**src/rtl/mlp_seq_pkg.sv**
```systemverilog
// Shared types and helpers for the MLP sample sequencer.
package mlp_seq_pkg;

  typedef enum logic [1:0] {
    ST_LOAD   = 2'd0,
    ST_SETTLE = 2'd1,
    ST_EMIT   = 2'd2
  } seq_state_t;

  // Width needed to hold values 0..n-1, never less than one bit.
  function automatic int clog2_min1(input int n);
    return (n <= 2) ? 1 : $clog2(n);
  endfunction

  // Saturating increment; the limit is 2^w-1, so counters stick at all-ones.
  function automatic logic [31:0] sat_inc(input logic [31:0] v, input int w);
    logic [31:0] lim;
    lim = (w >= 32) ? 32'hFFFF_FFFF : ((32'd1 << w) - 32'd1);
    return (v >= lim) ? v : v + 32'd1;
  endfunction

endpackage

```
**src/rtl/mlp_seq_stats.sv**
```systemverilog
// Result statistics: saturating handshake/match counters; clear has priority over counting.
// With MLP_SEQ_TIMEOUT_EN also counts watchdog-dropped results.
module mlp_seq_stats
  import mlp_seq_pkg::*;
#(
  parameter int CNT_W = 16
) (
  input  logic             clk,
  input  logic             rst_n,
  input  logic             i_res_hs,
  input  logic             i_res_match,
  input  logic             i_stat_clr,
`ifdef MLP_SEQ_TIMEOUT_EN
  input  logic             i_drop,
  output logic [CNT_W-1:0] o_drop_cnt,
`endif
  output logic [CNT_W-1:0] o_total_cnt,
  output logic [CNT_W-1:0] o_correct_cnt
);

  logic [CNT_W-1:0] r_total;
  logic [CNT_W-1:0] r_correct;

  always_ff @(posedge clk or negedge rst_n) begin
    if (!rst_n) begin
      r_total   <= '0;
      r_correct <= '0;
    end else if (i_stat_clr) begin
      r_total   <= '0;
      r_correct <= '0;
    end else if (i_res_hs) begin
      r_total <= CNT_W'(sat_inc(32'(r_total), CNT_W));
      if (i_res_match) r_correct <= CNT_W'(sat_inc(32'(r_correct), CNT_W));
    end
  end

`ifdef MLP_SEQ_TIMEOUT_EN
  logic [CNT_W-1:0] r_drop;

  always_ff @(posedge clk or negedge rst_n) begin
    if (!rst_n)          r_drop <= '0;
    else if (i_stat_clr) r_drop <= '0;
    else if (i_drop)     r_drop <= CNT_W'(sat_inc(32'(r_drop), CNT_W));
  end

  assign o_drop_cnt = r_drop;
`endif

  assign o_total_cnt   = r_total;
  assign o_correct_cnt = r_correct;

endmodule

```
**src/rtl/mlp_sample_sequencer.sv**
```systemverilog
// Streams NUM_A features into the classifier input, waits SETTLE_CYCLES, captures and emits the class.
// Define MLP_SEQ_TIMEOUT_EN to add a result watchdog and the drop_cnt port.
module mlp_sample_sequencer
  import mlp_seq_pkg::*;
#(
  parameter int NUM_A         = 11,
  parameter int WIDTH_A       = 4,
  parameter int OUTWIDTH      = 3,
  parameter int SETTLE_CYCLES = 8,
  parameter int CNT_W         = 16
) (
  input  logic                     clk,
  input  logic                     rst_n,
  input  logic                     feat_valid,
  output logic                     feat_ready,
  input  logic [WIDTH_A-1:0]       feat_data,
  input  logic [OUTWIDTH-1:0]      feat_label,
  output logic [NUM_A*WIDTH_A-1:0] clf_inp,
  input  logic [OUTWIDTH-1:0]      clf_out,
  output logic                     res_valid,
  input  logic                     res_ready,
  output logic [OUTWIDTH-1:0]      res_class,
  output logic                     res_match,
  output logic                     busy,
  input  logic                     stat_clr,
  output logic [CNT_W-1:0]         total_cnt,
`ifdef MLP_SEQ_TIMEOUT_EN
  output logic [CNT_W-1:0]         drop_cnt,
`endif
  output logic [CNT_W-1:0]         correct_cnt
);

  localparam int IDX_W = clog2_min1(NUM_A);
  localparam int SET_W = clog2_min1(SETTLE_CYCLES + 1);

  seq_state_t               r_state;
  seq_state_t               w_state_nxt;
  logic [IDX_W-1:0]         r_idx;
  logic [SET_W-1:0]         r_set_cnt;
  logic [OUTWIDTH-1:0]      r_label;
  logic [OUTWIDTH-1:0]      r_class;
  logic                     r_match;
  logic [NUM_A*WIDTH_A-1:0] r_vec;
  logic                     w_last;
  logic                     w_feat_hs;
  logic                     w_res_hs;
  logic                     w_drop;

  assign w_last    = (r_idx == IDX_W'(NUM_A - 1));
  assign w_feat_hs = feat_valid && (r_state == ST_LOAD);
  assign w_res_hs  = res_ready && (r_state == ST_EMIT);

  always_ff @(posedge clk or negedge rst_n) begin
    if (!rst_n) r_state <= ST_LOAD;
    else        r_state <= w_state_nxt;
  end

  always_comb begin
    w_state_nxt = r_state;
    feat_ready  = 1'b0;
    res_valid   = 1'b0;
    busy        = 1'b0;
    case (r_state)
      ST_LOAD: begin
        feat_ready = 1'b1;
        if (feat_valid && w_last) w_state_nxt = ST_SETTLE;
      end
      ST_SETTLE: begin
        busy = 1'b1;
        if (r_set_cnt == '0) w_state_nxt = ST_EMIT;
      end
      ST_EMIT: begin
        busy      = 1'b1;
        res_valid = 1'b1;
        if (res_ready || w_drop) w_state_nxt = ST_LOAD;
      end
      default: w_state_nxt = ST_LOAD;
    endcase
  end

  // Slots are only overwritten, never cleared, so clf_inp stays stable through SETTLE/EMIT.
  always_ff @(posedge clk or negedge rst_n) begin
    if (!rst_n) begin
      r_idx     <= '0;
      r_set_cnt <= '0;
      r_label   <= '0;
      r_class   <= '0;
      r_match   <= 1'b0;
      r_vec     <= '0;
    end else begin
      if (w_feat_hs) begin
        for (int i = 0; i < NUM_A; i++) begin
          if (r_idx == IDX_W'(i)) r_vec[i*WIDTH_A +: WIDTH_A] <= feat_data;
        end
        if (w_last) begin
          r_idx     <= '0;
          r_label   <= feat_label;
          r_set_cnt <= SET_W'(SETTLE_CYCLES);
        end else begin
          r_idx <= r_idx + IDX_W'(1);
        end
      end
      if (r_state == ST_SETTLE) begin
        if (r_set_cnt != '0) begin
          r_set_cnt <= r_set_cnt - SET_W'(1);
        end else begin
          r_class <= clf_out;
          r_match <= (clf_out == r_label);
        end
      end
    end
  end

`ifdef MLP_SEQ_TIMEOUT_EN
  logic [CNT_W-1:0] r_wdog;
  logic [CNT_W-1:0] w_wdog_inc;

  // Drop on the (2^CNT_W-1)th consecutive stalled EMIT cycle.
  assign w_wdog_inc = r_wdog + CNT_W'(1);
  assign w_drop     = (r_state == ST_EMIT) && !res_ready && (&w_wdog_inc);

  always_ff @(posedge clk or negedge rst_n) begin
    if (!rst_n)                                r_wdog <= '0;
    else if ((r_state == ST_EMIT) && !res_ready) r_wdog <= w_drop ? '0 : w_wdog_inc;
    else                                       r_wdog <= '0;
  end
`else
  assign w_drop = 1'b0;
`endif

  mlp_seq_stats #(.CNT_W(CNT_W)) u_stats (
    .clk           (clk),
    .rst_n         (rst_n),
    .i_res_hs      (w_res_hs),
    .i_res_match   (r_match),
    .i_stat_clr    (stat_clr),
`ifdef MLP_SEQ_TIMEOUT_EN
    .i_drop        (w_drop),
    .o_drop_cnt    (drop_cnt),
`endif
    .o_total_cnt   (total_cnt),
    .o_correct_cnt (correct_cnt)
  );

  assign clf_inp   = r_vec;
  assign res_class = r_class;
  assign res_match = r_match;

endmodule

```
**config.mk**
```make
export PLATFORM = sky130hd
export DESIGN_NAME = mlp_sample_sequencer
export DESIGN_NICKNAME = d
export VERILOG_FILES = /design/src/rtl/mlp_seq_pkg.sv /design/src/rtl/mlp_seq_stats.sv /design/src/rtl/mlp_sample_sequencer.sv
export SDC_FILE = /design/constraint.sdc
export NUM_CORES = 1
export LEC_CHECK = 0
export BUFFER_PORTS_ARGS = -buffer_cell sky130_fd_sc_hd__buf_2
export CAP_MARGIN = 15
export CORE_MARGIN = 4
export CORE_UTILIZATION = 58
export DETAILED_ROUTE_END_ITERATION = 10
export GPL_ROUTABILITY_DRIVEN = 0
export GPL_TIMING_DRIVEN = 0
export HOLD_SLACK_MARGIN = 0.06
export PLACE_DENSITY_LB_ADDON = 0.08
export SYNTH_ARGS = -nofsm -noshare
export SYNTH_HDL_FRONTEND = slang
export SYNTH_HIERARCHICAL = 1
export SYNTH_SLANG_ARGS = --single-unit
```
**constraint.sdc**
```tcl
create_clock -name clk -period 5.5 [get_ports clk]
set_input_delay 0.275 -clock clk [delete_from_list [all_inputs] [get_ports clk]]
set_output_delay 0.275 -clock clk [all_outputs]
set_load 0.1 [all_outputs]
```
Word level (Yosys, flattened, before mapping):

Cells that the tools add are included.

* input port bits: 15
* output and inout port bits: 83
* word-level logic and storage cells: 88
* flip-flop bits (word level): 93

* bitwise gates (word level): 1
* add/sub/neg operators: 4
* muxes and demuxes: 19
* equality and inequality tests: 18
* reductions and logical operators: 25
* order comparisons: 2

Operator list (count)
* 16-bit 2-to-1 mux: 7
* 16-bit by 1-bit adder with 16-bit output, second input constant: 2
* 16-bit >= comparator, second input constant: 2
* 2-bit AND reduction: 13
* 4-bit 2-to-1 mux: 5
* 4-bit by 3-bit == test with 1-bit output, second input constant: 4
* 4-bit == test, second input constant: 3
* 4-bit by 2-bit == test with 1-bit output, second input constant: 2
* 4-bit logical NOT: 2
* 2-bit inequality test, second input constant: 4
* 2-bit 2-to-1 mux: 3
* 2-bit one-hot mux with 3 select lines: 1
* 3-bit AND reduction: 2
* 4-bit by 1-bit adder with 4-bit output, second input constant: 1
* 4-bit by 1-bit == test with 1-bit output, second input constant: 1
* 2-bit nonzero test: 2
* 4-bit nonzero test: 1
* 4-bit by 1-bit subtractor with 4-bit output, second input constant: 1
* 3-bit == test: 1
* 1-bit logical AND: 3
* 1-bit 2-to-1 mux: 3
* 2-bit by 1-bit == test with 1-bit output, second input constant: 1
* 2-bit == test, second input constant: 1
* 2-bit logical NOT: 1
* other kinds (3): 3

Depth between registers and ports, before layout:

* word-level depth: 5
* gate-level depth with buffers: 9
* mapped depth without buffers: 8

Modules after synthesis:

The synthesis kept the hierarchy.

By module, submodules not included
* mlp_sample_sequencer: area an instance 2611.3 um^2, cells an instance 204, instances 1, seq. area each 1526.5 um^2
* mlp_seq_stats: area an instance 1712.9 um^2, cells an instance 186, instances 1, seq. area each 800.8 um^2

Least setup slack after synthesis:

No wires, ideal clock.

* path type: reg-to-reg
* start: register r_state[0]
* end: register r_vec[4] (netlist: clf_inp[4])
* arrival: 2.606 ns
* required time: 5.375 ns
* cell stages (with the launch flop): 7
* slack: 2.769 ns
* period minus slack after synthesis: 2.731 ns
* setup time: 0.125 ns
* buffers on the path: 0
* cell sequence: dfrtp_1 -> inv_1 -> ha_1 -> nand2_2 -> or3_4 -> or3_4 -> mux2_4

* cells in the longest elaborated chain, start to end: 3

Ends and longest elaborated chain
* from (decl): RTL line mlp_sample_sequencer.sv:36 `seq_state_t r_state;`
* from (signal assigned): RTL line mlp_sample_sequencer.sv:55 `else r_state <= w_state_nxt;`
* 2-bit logical NOT: RTL line mlp_sample_sequencer.sv:50 `assign w_feat_hs = feat_valid && (r_state == ST_LOAD);`
* 1-bit logical AND: RTL line mlp_sample_sequencer.sv:50
* 2-bit AND reduction (no line)
* to (signal, indexed assignment): RTL line mlp_sample_sequencer.sv:93 `if (r_idx == IDX_W'(i)) r_vec[i*WIDTH_A +: WIDTH_A] <= feat_data;`
* to (decl): RTL line mlp_sample_sequencer.sv:43 `logic [NUM_A*WIDTH_A-1:0] r_vec;`

No other way between the ends.
A chain may end at the register's enable or synchronous reset.

Worst setup path after layout:

* start: register r_state[0]
* end: register u_stats.r_correct[12] (netlist: u_stats/o_correct_cnt[12])

* cells in the longest elaborated chain, start to end: 4

Ends and longest elaborated chain
* 2-bit == test: RTL line mlp_sample_sequencer.sv:51 `assign w_res_hs = res_ready && (r_state == ST_EMIT);`
* 1-bit logical AND: RTL line mlp_sample_sequencer.sv:51
* net w_res_hs: RTL line mlp_sample_sequencer.sv:46 `logic w_res_hs;`
* 2-bit nonzero test (no line)
* 3-bit AND reduction (no line)
* to (signal assigned): RTL line mlp_seq_stats.sv:33 `if (i_res_match) r_correct <= CNT_W'(sat_inc(32'(r_correct), CNT_W));`
* to (decl): RTL line mlp_seq_stats.sv:22 `logic [CNT_W-1:0] r_correct;`

The timed path passes the listed nets, and every way through them passes these cells.

==> results.cfg <==
[route]
avgViaCountPerCell = 5.444
avgRoutedWirePerCell_um = 15.46
ant_nets = 0
drt-pass1-iter-count = 4
drtIter0Drc = 80
routed_wirelength_um = 9340
drc = 0
vias = 3288

[cts]
cts_hold_buf = 1
clock_latency_ps = 350
clk_path_buf_depth = 2
htree_levels = 3
clk_pin_slew_ps = 90
cts-buffers-inserted = 9
clkSinkCount = 93
cts_tree = yes
clock-root-buffer = clkbuf_8
cts_setup_buffers = 0
cts_resized = 0

[floorplanning]
dieWidth_um = 94.35
start_util = 0.5962
ios = 98
coreArea_um2 = 7253
die_y_um = 94.35
rows = 31
die_area_um2 = 8901

[logic_synthesis]
async_flop_share = 1.000
yosysWarningCount = 6
synth-edff-count = 0
synth-seq-cells = 93
syn_area_um2 = 4324
ys_seq_area_frac = 0.5382
syn_avg_cell_area_um2 = 11.09
syn-num-nets = 412
netlist_instances = 390
synthFlopType = dfrtp_1
ys_types = 53

[timing]
setup_tns_ps = 0
min_period_ps = 2205
relSlewSlack = 0.6121
tightest_slew_ps = 579.7
finalCritPeriodShare = 0.4009
skew_ps = 7.162
rsz0062_at_grt = no
final_max_slew_viol_count = 0
postLayoutSetupSlackWorst_ps = 3295
setup_viol_count_final = 0
fmax_mhz = 453.5
finalHoldViolations = 0

[placed_design]
dpl_cell_area_um2 = 4964
portBuffers = 97
dp_hpwl_um = 6597
preCtsSetupSlack_ps = 3296

[worst_setup_path]
critPathSlowestCell = dfrtp_1
endpoint_kind = flop
required_ps = 5720
max_stage_delay_ps = 420
crit_arrival_ps = 2430
critPathLaunchType = flop
critical_path.cell_chain = inv_1 > ha_1 > and2_1 > and4_1 > nand3_1 > nor4_1 > xnor2_1 > nor2_1
critPathKind = reg2reg
critPathMaxFanout = 8

[finish]
drive_gt1_frac = 0.3426
final_util = 0.7197
synthToLayoutAreaGrowth_pct = 20.72
stdcell_area_um2 = 5220
nets = 522
diodes = 0

[global_routing]
grt-ovfl-total = 0
grt_pass1_vias = 3178
grt_util_all_layers = 0.2216
grt_antenna_before_repair = 0
grt_pass1_wl_um = 15500
grt_max_degree = 59

[run_status]
status = finished, final reports clean

[hold_path]
hp-class = in2reg

[job]
drv_cap = 0
layout make-up:
class,instances,area [um^2]
repair buffers,99,525.5
fillers,545,2033
multi-input cells,272,1888
flip-flops and latches,93,2327
clock inverters,6,108.9
clock buffers,10,137.6
well taps,99,123.9
inverters,10,37.54
plain buffers,15,71.32
cell usage after synthesis (3+ instances only):
library cell / n / area, um^2
dfrtp_1: 93 / 2327
nand2_1: 44 / 165.2
mux2_2: 40 / 450.4
nor2_1: 38 / 142.6
nand3_1: 15 / 75.07
xor2_1: 13 / 113.9
nand4_1: 11 / 68.82
a21oi_1: 10 / 50.05
clkbuf_1: 10 / 37.54
inv_1: 9 / 33.78
nor3_1: 9 / 45.04
xnor2_1: 9 / 78.83
o21ai_0: 8 / 40.04
ha_1: 7 / 87.58
and4_1: 6 / 52.55
mux2i_1: 5 / 50.05
or3_1: 5 / 31.28
and3_1: 4 / 25.02
mux2_4: 4 / 60.06
nand2b_1: 4 / 25.02
or4_1: 4 / 30.03
and2_1: 3 / 18.77
buf_2: 3 / 15.01
cells by family after synthesis:
kind of cell / Yosys count / share of synthesized area
xor+xnor: 22 / 0.04456
fa+ha+maj: 7 / 0.02025
mux: 49 / 0.1296
simple gates: 156 / 0.1852
compound gates: 38 / 0.05701
flops: 93 / 0.5382
buf+inv: 25 / 0.02517
path summary, 6_finish.rpt:
kind                                        endpoint  cells after the start     startpoint  slack (ps)
max                        u_stats/o_correct_cnt[12]                      8     r_state[0]        3290
min                                       r_label[0]                      3  feat_label[0]         120
max reg2reg                u_stats/o_correct_cnt[12]                      8     r_state[0]        3290
min reg2reg                              clf_inp[43]                      2    clf_inp[43]         480
max in group asynchronous                clf_inp[23]                      3          rst_n        4440
min in group asynchronous   u_stats/o_correct_cnt[9]                      2          rst_n         420
flip-flops by register name, summed over array words and instances (netlist names):
name / cells
r_idx: 4
u_stats/o_total_cnt: 16
res_class: 3
res_match: 1
clf_inp: 44
r_label: 3
r_set_cnt: 4
r_state: 2
u_stats/o_correct_cnt: 16
placed cells by master (no fill, tap or decap), drive strengths merged, types with 10 or more instances in the layout:
cell / n
a21oi: 10
buf: 103
clkbuf: 20
dfrtp: 93
inv: 11
mux2: 44
nand2: 45
nand3: 16
nand4: 11
nor2: 38
o21ai: 10
xor2: 13
layer usage:
layer / part of all wire / GRT usage
met5: 0 / 0
met4: 0.016 / 0.09025
met3: 0.051 / 0.03825
met2: 0.50 / 0.3688
met1: 0.43 / 0.2890
per-stage QoR:
step           hold WS (ps)  instances
2_1_floorplan        -20.59        390
3_3_place_gp          457.3        586
3_5_place_dp          264.8        587
4_1_cts               102.2        604
5_1_grt               110.1        604
6_report              117.8        604
worst max-delay path: cells and delay by family, from the launching register on:
family                     cells  cell delay, ps
buffers and inverters          1             100
and+or+nand+nor                5            1190
xor gates and xnor gates       1             190
adders and majority gates      1             190
DFF                            1             420
Power is left out: the tool's default activity adds up to more than one toggle a clock period on the data nets, which glitch-free logic cannot reach.
